## config.mk

```make
export PLATFORM = sky130hd
export DESIGN_NAME = mem_rd_arb
export DESIGN_NICKNAME = d
export VERILOG_FILES = /design/src/rtl/mem_rd_pkg.sv /design/src/rtl/rr_arb.sv /design/src/rtl/mem_rd_arb.sv
export SDC_FILE = /design/constraint.sdc
export NUM_CORES = 1
export LEC_CHECK = 0
export BUFFER_PORTS_ARGS = -buffer_cell sky130_fd_sc_hd__buf_2
export CORE_MARGIN = 2
export CORE_UTILIZATION = 32
export DETAILED_ROUTE_END_ITERATION = 8
export GPL_TIMING_DRIVEN = 1
export PLACE_DENSITY = 0.53
export SYNTH_ARGS = -nofsm -noshare
export SYNTH_HDL_FRONTEND = slang
export SYNTH_SLANG_ARGS = --single-unit
```

## constraint.sdc

```tcl
create_clock -name mem_clk -period 10.8 [get_ports mem_clk]
set_clock_uncertainty 0.1 [all_clocks]
set_input_delay 1.62 -clock mem_clk [delete_from_list [all_inputs] [get_ports mem_clk]]
set_output_delay 1.62 -clock mem_clk [all_outputs]
set_load 0.03 [all_outputs]
```

## src/rtl/mem_rd_pkg.sv

```systemverilog
// mem_rd_pkg: shared types and AXI constants for the
// multi-requester AXI4 read arbiter.
package mem_rd_pkg;

  typedef enum logic [1:0] {
    IDLE  = 2'd0,
    SPLIT = 2'd1,
    ADDR  = 2'd2
  } state_t;

  localparam logic [2:0] AXI_SIZE_16B   = 3'b100;
  localparam logic [1:0] AXI_BURST_INCR = 2'b01;
  localparam int         BEAT_BYTES     = 16;
  localparam int         BEAT_LG2       = 4;

endpackage

```

## src/rtl/rr_arb.sv

```systemverilog
// rr_arb: round-robin arbiter, one-hot grant, priority
// pointer moves past the winner on accept.
module rr_arb #(
  parameter int N  = 2,
  parameter int PW = 1
) (
  input  logic          clk,
  input  logic          rst_n,
  input  logic [N-1:0]  req,
  input  logic          accept,
  output logic [N-1:0]  grant,
  output logic [PW-1:0] gidx
);

  logic [PW-1:0] ptr;
  logic [PW-1:0] idx;
  logic          found;

  always_comb begin
    grant = '0;
    gidx  = '0;
    idx   = '0;
    found = 1'b0;
    for (int k = 0; k < N; k++) begin
      idx = PW'((int'(ptr) + k) % N);
      if (!found && req[idx]) begin
        grant[idx] = 1'b1;
        gidx       = idx;
        found      = 1'b1;
      end
    end
  end

  always_ff @(posedge clk or negedge rst_n) begin
    if (!rst_n) begin
      ptr <= '0;
    end else if (accept) begin
      ptr <= (gidx == PW'(N - 1)) ? '0 : gidx + PW'(1);
    end
  end

endmodule

```

## src/rtl/mem_rd_arb.sv

```systemverilog
// mem_rd_arb: arbitrates read requests onto one AXI4 AR
// channel, splitting at boundaries, and routes R beats by id.
module mem_rd_arb
  import mem_rd_pkg::*;
#(
  parameter int NREQ      = 2,
  parameter int BOUND_LG2 = 11
) (
  input  logic              mem_clk,
  input  logic              mem_reset,
  input  logic [NREQ-1:0]   req_valid,
  output logic [NREQ-1:0]   req_ready,
  input  logic [NREQ*27-1:0] req_addr,
  input  logic [NREQ*9-1:0] req_words,
  output logic [NREQ-1:0]   req_busy,
  output logic [NREQ-1:0]   rsp_valid,
  output logic [127:0]      rsp_data,
  output logic [NREQ-1:0]   rsp_last,
  output logic [NREQ-1:0]   rsp_err,
  output logic [3:0]        mem_arid,
  output logic [26:0]       mem_araddr,
  output logic [7:0]        mem_arlen,
  output logic [2:0]        mem_arsize,
  output logic [1:0]        mem_arburst,
  output logic              mem_arlock,
  output logic              mem_arvalid,
  input  logic              mem_arready,
  output logic              mem_rready,
  input  logic [3:0]        mem_rid,
  input  logic [127:0]      mem_rdata,
  input  logic [1:0]        mem_rresp,
  input  logic              mem_rlast,
  input  logic              mem_rvalid
);

  localparam int PW = (NREQ > 1) ? $clog2(NREQ) : 1;
  localparam logic [8:0] ROOM_MAX =
    9'(1 << (BOUND_LG2 - BEAT_LG2));

  state_t          state, state_n;
  logic [NREQ-1:0] elig, grant, busy, err;
  logic [PW-1:0]   gidx, cur, ri;
  logic            accept, ar_fire, rid_ok, hit;
  logic [26:0]     addr;
  logic [8:0]      remaining, burst, room, burst_n;
  logic [7:0]      len;
  logic [26:0]     addr_in  [NREQ];
  logic [8:0]      words_in [NREQ];
  logic [8:0]      beat_cnt [NREQ];
  logic            unused_ok;

  for (genvar i = 0; i < NREQ; i++) begin : g_unpack
    assign addr_in[i]  = req_addr[i*27 +: 27];
    assign words_in[i] = (req_words[i*9 +: 9] == 9'd0) ?
                         9'd1 : req_words[i*9 +: 9];
  end

  assign elig = req_valid & ~busy;

  rr_arb #(
    .N  (NREQ),
    .PW (PW)
  ) u_arb (
    .clk    (mem_clk),
    .rst_n  (mem_reset),
    .req    (elig),
    .accept (accept),
    .grant  (grant),
    .gidx   (gidx)
  );

  // 9-bit math keeps room=128 and remaining=256 exact
  assign room    = ROOM_MAX - 9'(addr[BOUND_LG2-1:BEAT_LG2]);
  assign burst_n = (remaining < room) ? remaining : room;
  assign burst   = 9'(len) + 9'd1;

  assign rid_ok = {28'd0, mem_rid} < 32'(NREQ);
  assign ri     = mem_rid[PW-1:0];
  assign hit    = mem_rvalid && rid_ok && busy[ri];

  always_ff @(posedge mem_clk or negedge mem_reset) begin
    if (!mem_reset) begin
      state <= IDLE;
    end else begin
      state <= state_n;
    end
  end

  always_comb begin
    state_n = state;
    accept  = 1'b0;
    ar_fire = 1'b0;
    unique case (state)
      IDLE: begin
        if (|elig) begin
          accept  = 1'b1;
          state_n = SPLIT;
        end
      end
      SPLIT: state_n = ADDR;
      ADDR: begin
        if (mem_arready) begin
          ar_fire = 1'b1;
          state_n = (remaining == burst) ? IDLE : SPLIT;
        end
      end
      default: state_n = IDLE;
    endcase
  end

  always_ff @(posedge mem_clk or negedge mem_reset) begin
    if (!mem_reset) begin
      req_ready <= '0;
      busy      <= '0;
      err       <= '0;
      rsp_valid <= '0;
      rsp_last  <= '0;
      rsp_data  <= '0;
      cur       <= '0;
      addr      <= '0;
      remaining <= '0;
      len       <= '0;
      for (int i = 0; i < NREQ; i++) beat_cnt[i] <= '0;
    end else begin
      req_ready <= '0;
      rsp_valid <= '0;
      rsp_last  <= '0;
      if (accept) begin
        req_ready      <= grant;
        cur            <= gidx;
        addr           <= {addr_in[gidx][26:4], 4'b0000};
        remaining      <= words_in[gidx];
        beat_cnt[gidx] <= words_in[gidx];
        busy[gidx]     <= 1'b1;
        err[gidx]      <= 1'b0;
      end
      if (state == SPLIT) len <= 8'(burst_n - 9'd1);
      if (ar_fire) begin
        addr      <= addr + (27'(burst) << BEAT_LG2);
        remaining <= remaining - burst;
      end
      if (hit) begin
        rsp_data      <= mem_rdata;
        rsp_valid[ri] <= 1'b1;
        beat_cnt[ri]  <= beat_cnt[ri] - 9'd1;
        if (beat_cnt[ri] == 9'd1) begin
          rsp_last[ri] <= 1'b1;
          busy[ri]     <= 1'b0;
        end
        if (mem_rresp != 2'b00) err[ri] <= 1'b1;
      end
    end
  end

  assign req_busy    = busy;
  assign rsp_err     = err;
  assign mem_arvalid = (state == ADDR);
  assign mem_arid    = 4'(cur);
  assign mem_araddr  = addr;
  assign mem_arlen   = len;
  assign mem_arsize  = AXI_SIZE_16B;
  assign mem_arburst = AXI_BURST_INCR;
  assign mem_arlock  = 1'b0;
  assign mem_rready  = 1'b1;
  assign unused_ok   = ^{mem_rlast, req_addr, mem_rid};

endmodule

```

# Word level (Yosys, flattened, before mapping)
# Cells that the tools add are included.
[op_classes]
magnitude_cmp = 14
mux = 62
n_reduce_logical = 17
n_eq_ne = 6
bitwise_logic = 11
addsub = 8
[ops]
columns = ["op", "n"]
rows = [
  ["$mux W27", 5],
  ["$mux W9", 12],
  ["$bwmux W18", 2],
  ["$mux W18", 2],
  ["$mux W2", 14],
  ["$add A27 B13 Y27", 1],
  ["$mux W1", 19],
  ["$demux W9 S1", 2],
  ["$logic_not A9 Y1", 2],
  ["$add A8 B1 Y9 const B", 1],
  ["$eq A9 B1 Y1 const B", 1],
  ["$eq A9 B9 Y1", 1],
  ["$logic_and A1 B1 Y1", 9],
  ["$lt A9 B9 Y1", 1],
  ["$sub A8 B7 Y9 const A", 1],
  ["$sub A9 B1 Y9 const B", 1],
  ["$sub A9 B9 Y9", 1],
  ["$lt A1 B2 Y1 const B", 4],
  ["$mux W8", 1],
  ["$sub A8 B1 Y8 const B", 1],
  ["$and A2 B2 Y2", 3],
  ["$not A2 Y2", 3],
  ["$or A2 B2 Y2", 3],
  ["$pmux W2 S3", 1],
  ["16 further kinds", 27],
]
[totals]
out_inout_bits = 185
word_cells = 132
inputBits = 213
ff_bits = 204

# Logic depth before layout (Yosys ltp)
# Gate-level depths: netlist of the first run.
[logic_depth]
depth_word = 18
mapped_depth = 18
mapped_depth_nobuf = 17

# Cells and area by module
# From an unflattened synthesis of the first run, not the netlist that was laid out.
[hier_totals]
hier_cells = 911
hier_area_um2 = 10348.7
[modules_own_cells]
columns = ["module", "cells_each", "area_per_inst_um2", "n_inst", "seq_area_each_um2"]
rows = [
  ["mem_rd_arb", 904, 10264.8, 1, 4979.8],
  ["rr_arb", 7, 83.8, 1, 25.0],
]

# Worst setup path after synthesis of the first run
# OpenSTA, ideal clock, no wires.
[synth_timing]
kind = "reg2reg"
startpoint = "reg addr[7], in the netlist mem_araddr[7]"
endpoint = "reg len[6], in the netlist mem_arlen[6]"
t_required_ns = 10.623
n_path_buf = 2
arrival_ns = 3.739
period_less_slack_ns = 3.915
setup_slack_ns = 6.885
setup_time_ns = 0.077
path_stages_with_launch = 19
path_cell_list = "dfrtp_1 -> buf_6 -> nor3_2 -> nand3b_1 -> xor2_1 -> inv_1 -> ha_1 -> a211o_1 -> a311o_1 -> a311oi_2 -> a21oi_2 -> buf_6 -> mux2i_1 -> ha_1 -> nand2_1 -> nor3_1 -> xnor2_1 -> mux2_4 -> o21ai_1"
[synth_between]
elab_chain_cells = 4
[synth_rtl]
columns = ["item", "line_no", "text"]
rows = [
  ["start, declared", "mem_rd_arb.sv:44", "logic [26:0] addr;"],
  ["start signal, assigned", "mem_rd_arb.sv:131", "addr <= {addr_in[gidx][26:4], 4'b0000};"],
  ["start signal, assigned", "mem_rd_arb.sv:139", "addr <= addr + (27'(burst) << BEAT_LG2);"],
  ["$sub A8 B7 Y9 *", "mem_rd_arb.sv:73", "assign room = ROOM_MAX - 9'(addr[BOUND_LG2-1:BEAT_LG2]);"],
  ["$lt A9 B9 Y1", "mem_rd_arb.sv:74", "assign burst_n = (remaining < room) ? remaining : room;"],
  ["$mux W8 *", "mem_rd_arb.sv:74", ""],
  ["$sub A8 B1 Y8 *", "mem_rd_arb.sv:137", "if (state == SPLIT) len <= 8'(burst_n - 9'd1);"],
  ["end signal, assigned", "mem_rd_arb.sv:137", ""],
  ["end, declared", "mem_rd_arb.sv:46", "logic [7:0] len;"],
]
# Every way passes the cells marked *; elsewhere a longest branch is shown, timed or not.
# A chain may end at the register's enable or synchronous reset.

# Worst setup path after layout of the first run
# Same ends and word-level chain as after synthesis.

==> flow_summary.toml, run 1 <==
[layout]
final_cells = 1694
syn2layout_area_growth_pct = 27.69
fill_cells = 3169
final_util_pct = 41.33
fin_area_um2 = 12970
drive_above_1_share_pct = 44.49
nNetsFinal = 1518

[timing]
post-route-min-period_ns = 4.362
finalHoldViolations = 0
setup-violations-final = 0
max_freq_mhz = 229.3
slew_viol_final = 0
slew_headroom_pct = 39.89
worst_slew_pin_slew_ns = 0.9017
rsz0062_at_grt = "no"
tns_ns = 0
finalCritPeriodShare_pct = 40.39

[grt]
grt_max_degree = 95
grt_pass1_vias = 7966
grt_pass1_wl_mm = 46.64
grt_util_all_layers_pct = 18.36
antenna_found_initial = 8
gr-total-overflow = 0

[route]
postRouteAntennaNets = 0
via_count = 8133
viasPerCell = 4.801
post-route-drc-count = 0
wl_per_cell_um = 18.20
drt_iter0_markers = 293
dr.pass1.iters = 4
drt-total-wl_mm = 30.83

[synthesis]
ys_ff_latch = 200
synth_area_um2 = 10160
synthesis.area_per_instance_um2 = 11.07
synth_area_leader_cell = "dfrtp_1"
synth_edf_count = 0
ys.warnings.count = 0
synth_cells = 918
ys_async_sr_fraction_pct = 100.0
synth_flop_cell = "dfrtp_1"
synth.distinct_cells = 73
synth_most_common_cell = "dfrtp_1"
synth_top_area_share_pct = 49.26
ys_top_cells_by_area = "dfrtp_1 (49%), mux2_2 (15%), nand2_1 (3.7%)"
synthTopCellsByCount = "dfrtp_1 (200), mux2_2 (135), nand2_1 (99)"
seq_area_frac_synth_pct = 49.26

[die]
initial_core_util_pct = 32.37
dieArea_um2 = 33200
rows = 65
die_x_um = 182.2
core_um2 = 31390
ioPinCount = 398
die_h_um = 182.2

[setup_path]
cp_common_cell = "ha_1"
crit_slowest_cell = "dfrtp_1"
crit_path_end_kind = "register"
critical_path.cell_chain = "nor3_2 -> nand3b_1 -> xor2_1 -> inv_1 -> ha_1 -> a211o_1 -> a311o_1 -> a311oi_2 -> a21oi_2 -> mux2i_1 -> ha_1 -> nand2_1 -> nor3_1 -> xnor2_1 -> mux2_4 -> o21ai_1"
cp.buffers_inverters = 1
path_delay_family = "compound AO/OA/AOI/OAI gates"
worstPathMaxFanout = 11
slowest_delay_ns = 0.54
path_class = "reg -> reg"
critPathLaunchType = "register"
r2r_setup_slack_ns = 6.44
cp.arrival_ns = 4.61
crit_required_ns = 11.05

[cts]
cts_htree_levels = 4
clockBufferDepth = 2
cts_setup_buffers = 0
clock_latency_ns = 0.44
clk_pin_slew_ns = 0.08
cts_buffers = 17
ctsHoldBuffers = 0
ctsResizeCount = 0
cts_tree = "done"
cts.sinks = 200
clock-root-buffer = "clkbuf_16"

[worst_hold_path]
hp-class = "reg -> reg"

[place]
place_congestion = 0.8071
dpl.hpwl_mm = 23.72
dp_cells = 1658
post_dp_cell_area_um2 = 12370
portBuffers = 374

[power]
p_leak_nw = 6.290
peakVddDrop_v = 0.0001233
powerDensity_nw_per_um2 = 298.1
power_mw = 3.868

[status]
status = "finished clean"

[flow_run]
cap_violations = 0
==> path summary, 6_finish.rpt <==
check	startpoint	cells past startpoint	end
min in group asynchronous	mem_reset	1	rsp_data[119]
worst max-delay path	mem_araddr[7]	16	mem_arlen[6]
worst min-delay path	cur	1	cur
worst min register to register	cur	1	cur
worst max register to register	mem_araddr[7]	16	mem_arlen[6]
max in group asynchronous	mem_reset	2	rsp_data[39]
==> layer usage <==
layer  up-vias  track usage (%)  wire length [um]
met4         8            3.968               333
met2       258            32.69             15600
met1      3896            22.15             12920
li1       3944                -                 -
met3        27            5.049              1915
met5         -                0                65
==> metrics by stage <==
step | hold WS (ns) | setup WS, ns
finish | 0.3777 | 6.438
CTS | 0.3892 | 6.452
global route | 0.4129 | 6.156
detailed placement | 0.3719 | 6.101
floorplan | 0.3510 | 6.885
global placement | 0.3650 | 6.122
==> logic make-up after synthesis <==
family,after synthesis,synth area share [%]
buffers and inverters,91,4.248
AOI/OAI and AO/OA,172,11.13
xor gates and xnor gates,38,3.349
adders and majority gates,30,3.842
muxes,161,17.62
DFF,200,49.26
other,2,0.07391
and+or+nand+nor,224,10.48
==> cell usage in the layout (no fill, tap or decap), types with 14 or more instances in the layout <==
cell,n
a21oi_1,35
xnor2_1,18
nand2_1,99
mux2i_1,24
clkbuf_16,17
mux2_2,135
xor2_1,19
a211oi_1,14
conb_1,14
buf_2,373
o21ai_0,41
dfrtp_1,200
ha_1,28
inv_1,32
nor2_1,33
nand3_1,24
==> power by group <==
group / internal, mW / leakage (nW) / switching, mW
clock network: 0.338 / 0.291 / 0.323
logic: 0.758 / 3.58 / 1.22
registers: 1.01 / 2.42 / 0.221
total: 2.10 / 6.29 / 1.77
==> state kept, by name (all words and copies together), names as in the netlist, 8 cells and up <==
| register | count |
|---|---|
| rsp_data | 128 |
| mem_araddr | 23 |
| beat_cnt | 18 |
| remaining | 9 |
| mem_arlen | 8 |
==> layout make-up <==
type	count	area, um2	area share (%)
diodes	4	10.01	0.07715
well taps	402	503.0	3.877
clock inverters	13	153.9	1.186
multi-input cells	639	4785	36.88
clock buffers	19	442.9	3.414
inverters	34	127.6	0.9836
flip-flops and latches	200	5005	38.57
repair buffers	383	1948	15.01
(Power assumes the default switching activity.)
==> run 2: changes to the inputs <==
- PLACE_DENSITY: 0.53 -> 0.56
- clock period: 10.8 -> 3.6 ns (I/O delays scaled with it)
==> flow_summary.toml, run 2 (synthesized netlist as in run 1, its figures left out) <==
[status]
status = "finished clean"

[timing]
post-route-min-period_ns = 3.472
post-route-worst-setup-slack_ns = 0.1279
slew_headroom_pct = 41.37
finalHoldViolations = 0
worst_slew_pin_slew_ns = 0.8773
finalCritPeriodShare_pct = 96.45
rsz0062_at_grt = "yes"
setup-violations-final = 0
max_freq_mhz = 288.0
slew_viol_final = 0

[setup_path]
slowest_delay_ns = 0.45
cp_common_cell = "ha_2"
worstPathMaxFanout = 5
critPathLaunch = "mem_araddr[4]"
timing.rr.start = "mem_araddr[4]"
cp.buffers_inverters = 2
path_delay_family = "compound AO/OA/AOI/OAI gates"
cp.arrival_ns = 3.74
path_class = "reg -> reg"
critical_path.cell_chain = "inv_2 -> ha_2 -> nand3b_1 -> xor2_2 -> inv_1 -> ha_2 -> a211o_1 -> a311o_1 -> a311oi_2 -> a21oi_2 -> mux2i_1 -> ha_2 -> nand2_2 -> nor3_2 -> xnor2_1 -> mux2_4 -> o21ai_2"
crit_path_end_kind = "register"
critPathLaunchType = "register"
path_depth = 17
crit_required_ns = 3.86
reg2reg_depth = 17
r2r_setup_slack_ns = 0.13
crit_slowest_cell = "dfrtp_2"

[cts]
ctsHoldBuffers = 0
cts.sinks = 200
cts_tree = "done"
clock-root-buffer = "clkbuf_16"
cts_buffers = 17
cts_htree_levels = 4
clockBufferDepth = 2
clk_pin_slew_ns = 0.08
clock_latency_ns = 0.45

[grt]
grt_util_all_layers_pct = 18.28
antenna_found_initial = 7
grt_max_degree = 106
gr-total-overflow = 0
grt_pass1_wl_mm = 46.74
grt_pass1_vias = 8191

[route]
postRouteAntennaNets = 0
via_count = 8278
drt_iter0_markers = 326
post-route-drc-count = 0
dr.pass1.iters = 4
wl_per_cell_um = 17.75
viasPerCell = 4.813
drt-total-wl_mm = 30.54

[layout]
syn2layout_area_growth_pct = 30.61
layout_common_cells = "buf_2 (373), dfrtp_1 (195), mux2_2 (135)"
final_util_pct = 42.28
drive_above_1_share_pct = 46.77
largest_reg_flops = 128
register_area_um2 = 5011
largest-register = "rsp_data"
fin_area_um2 = 13270
nNetsFinal = 1545
final_common_cell = "buf_2"
fill_cells = 3106
multi_input_area_um2 = 4822

[die]
ioPinCount = 398
die_h_um = 182.2
dieArea_um2 = 33200
initial_core_util_pct = 32.37
die_x_um = 182.2
core_um2 = 31390
rows = 65

[place]
post-place-ws_ns = 0.09623
post_dp_cell_area_um2 = 12610
dpl.hpwl_mm = 23.75
place_congestion = 0.8585
portBuffers = 374

[power]
peakVddDrop_v = 0.0003788
powerDensity_nw_per_um2 = 896.3
p_leak_nw = 6.439

[flow_run]
cap_violations = 0

[worst_hold_path]
hp-class = "in -> async"
[run 2: worst register-to-register path, cell delays in order, from the launching register on]
cell and delay, ns:
dfrtp_2 0.45, inv_2 0.09, ha_2 0.20, nand3b_1 0.12, xor2_2 0.16, inv_1 0.06, ha_2 0.16, a211o_1 0.28
a311o_1 0.34, a311oi_2 0.21, a21oi_2 0.13, mux2i_1 0.22, ha_2 0.24, nand2_2 0.07, nor3_2 0.12, xnor2_1 0.08
mux2_4 0.27, o21ai_2 0.11
[run 2: cell type report]
class	count	area share, %
diodes	3	0.05657
flip-flops and latches	200	37.76
repair buffers	410	16.49
inverters	34	0.9616
multi-input cells	639	36.33
clock inverters	14	1.301
well taps	402	3.790
clock buffers	18	3.309
[run 2: timing repair]
item,4_1_cts,5_1_grt
hold endpoints to repair,0,0
resized for setup,0,5
setup endpoints to repair,0,2
setup buffers,0,3
[run 2: final timing paths]
| check | end |
|---|---|
| max | mem_arlen[6] |
| min | rsp_data[125] |
| max reg2reg | mem_arlen[6] |
| min reg2reg | cur |
| max in group asynchronous | rsp_data[62] |
| min in group mem_clk | rsp_data[27] |
[run 2: layer usage]
metal	GRT usage, %	wire [um]
met3	4.570	1953
met5	0	46
met4	5.355	582
met1	22.94	13060
met2	31.16	14900
[run 2: where the power goes]
part	switching, mW	internal, mW	total, mW
combinational	3.84	2.48	6.31
clock	1.01	0.962	1.97
sequential	0.584	3.02	3.61
[run 2: stage by stage]
| step | hold WS, ns | setup TNS, ns | cells | power (mW) |
|---|---|---|---|---|
| finish | 0.08635 | 0 | 1720 | 11.90 |
| global route | 0.1339 | -0.05326 | 1717 | 12.78 |
| detailed placement | 0.3688 | 0 | 1682 | 9.946 |
| floorplan | 0.1444 | -0.03882 | 930 | 8.013 |
| global placement | 0.3577 | 0 | 1682 | 9.860 |
| CTS | 0.1377 | 0 | 1714 | 11.99 |
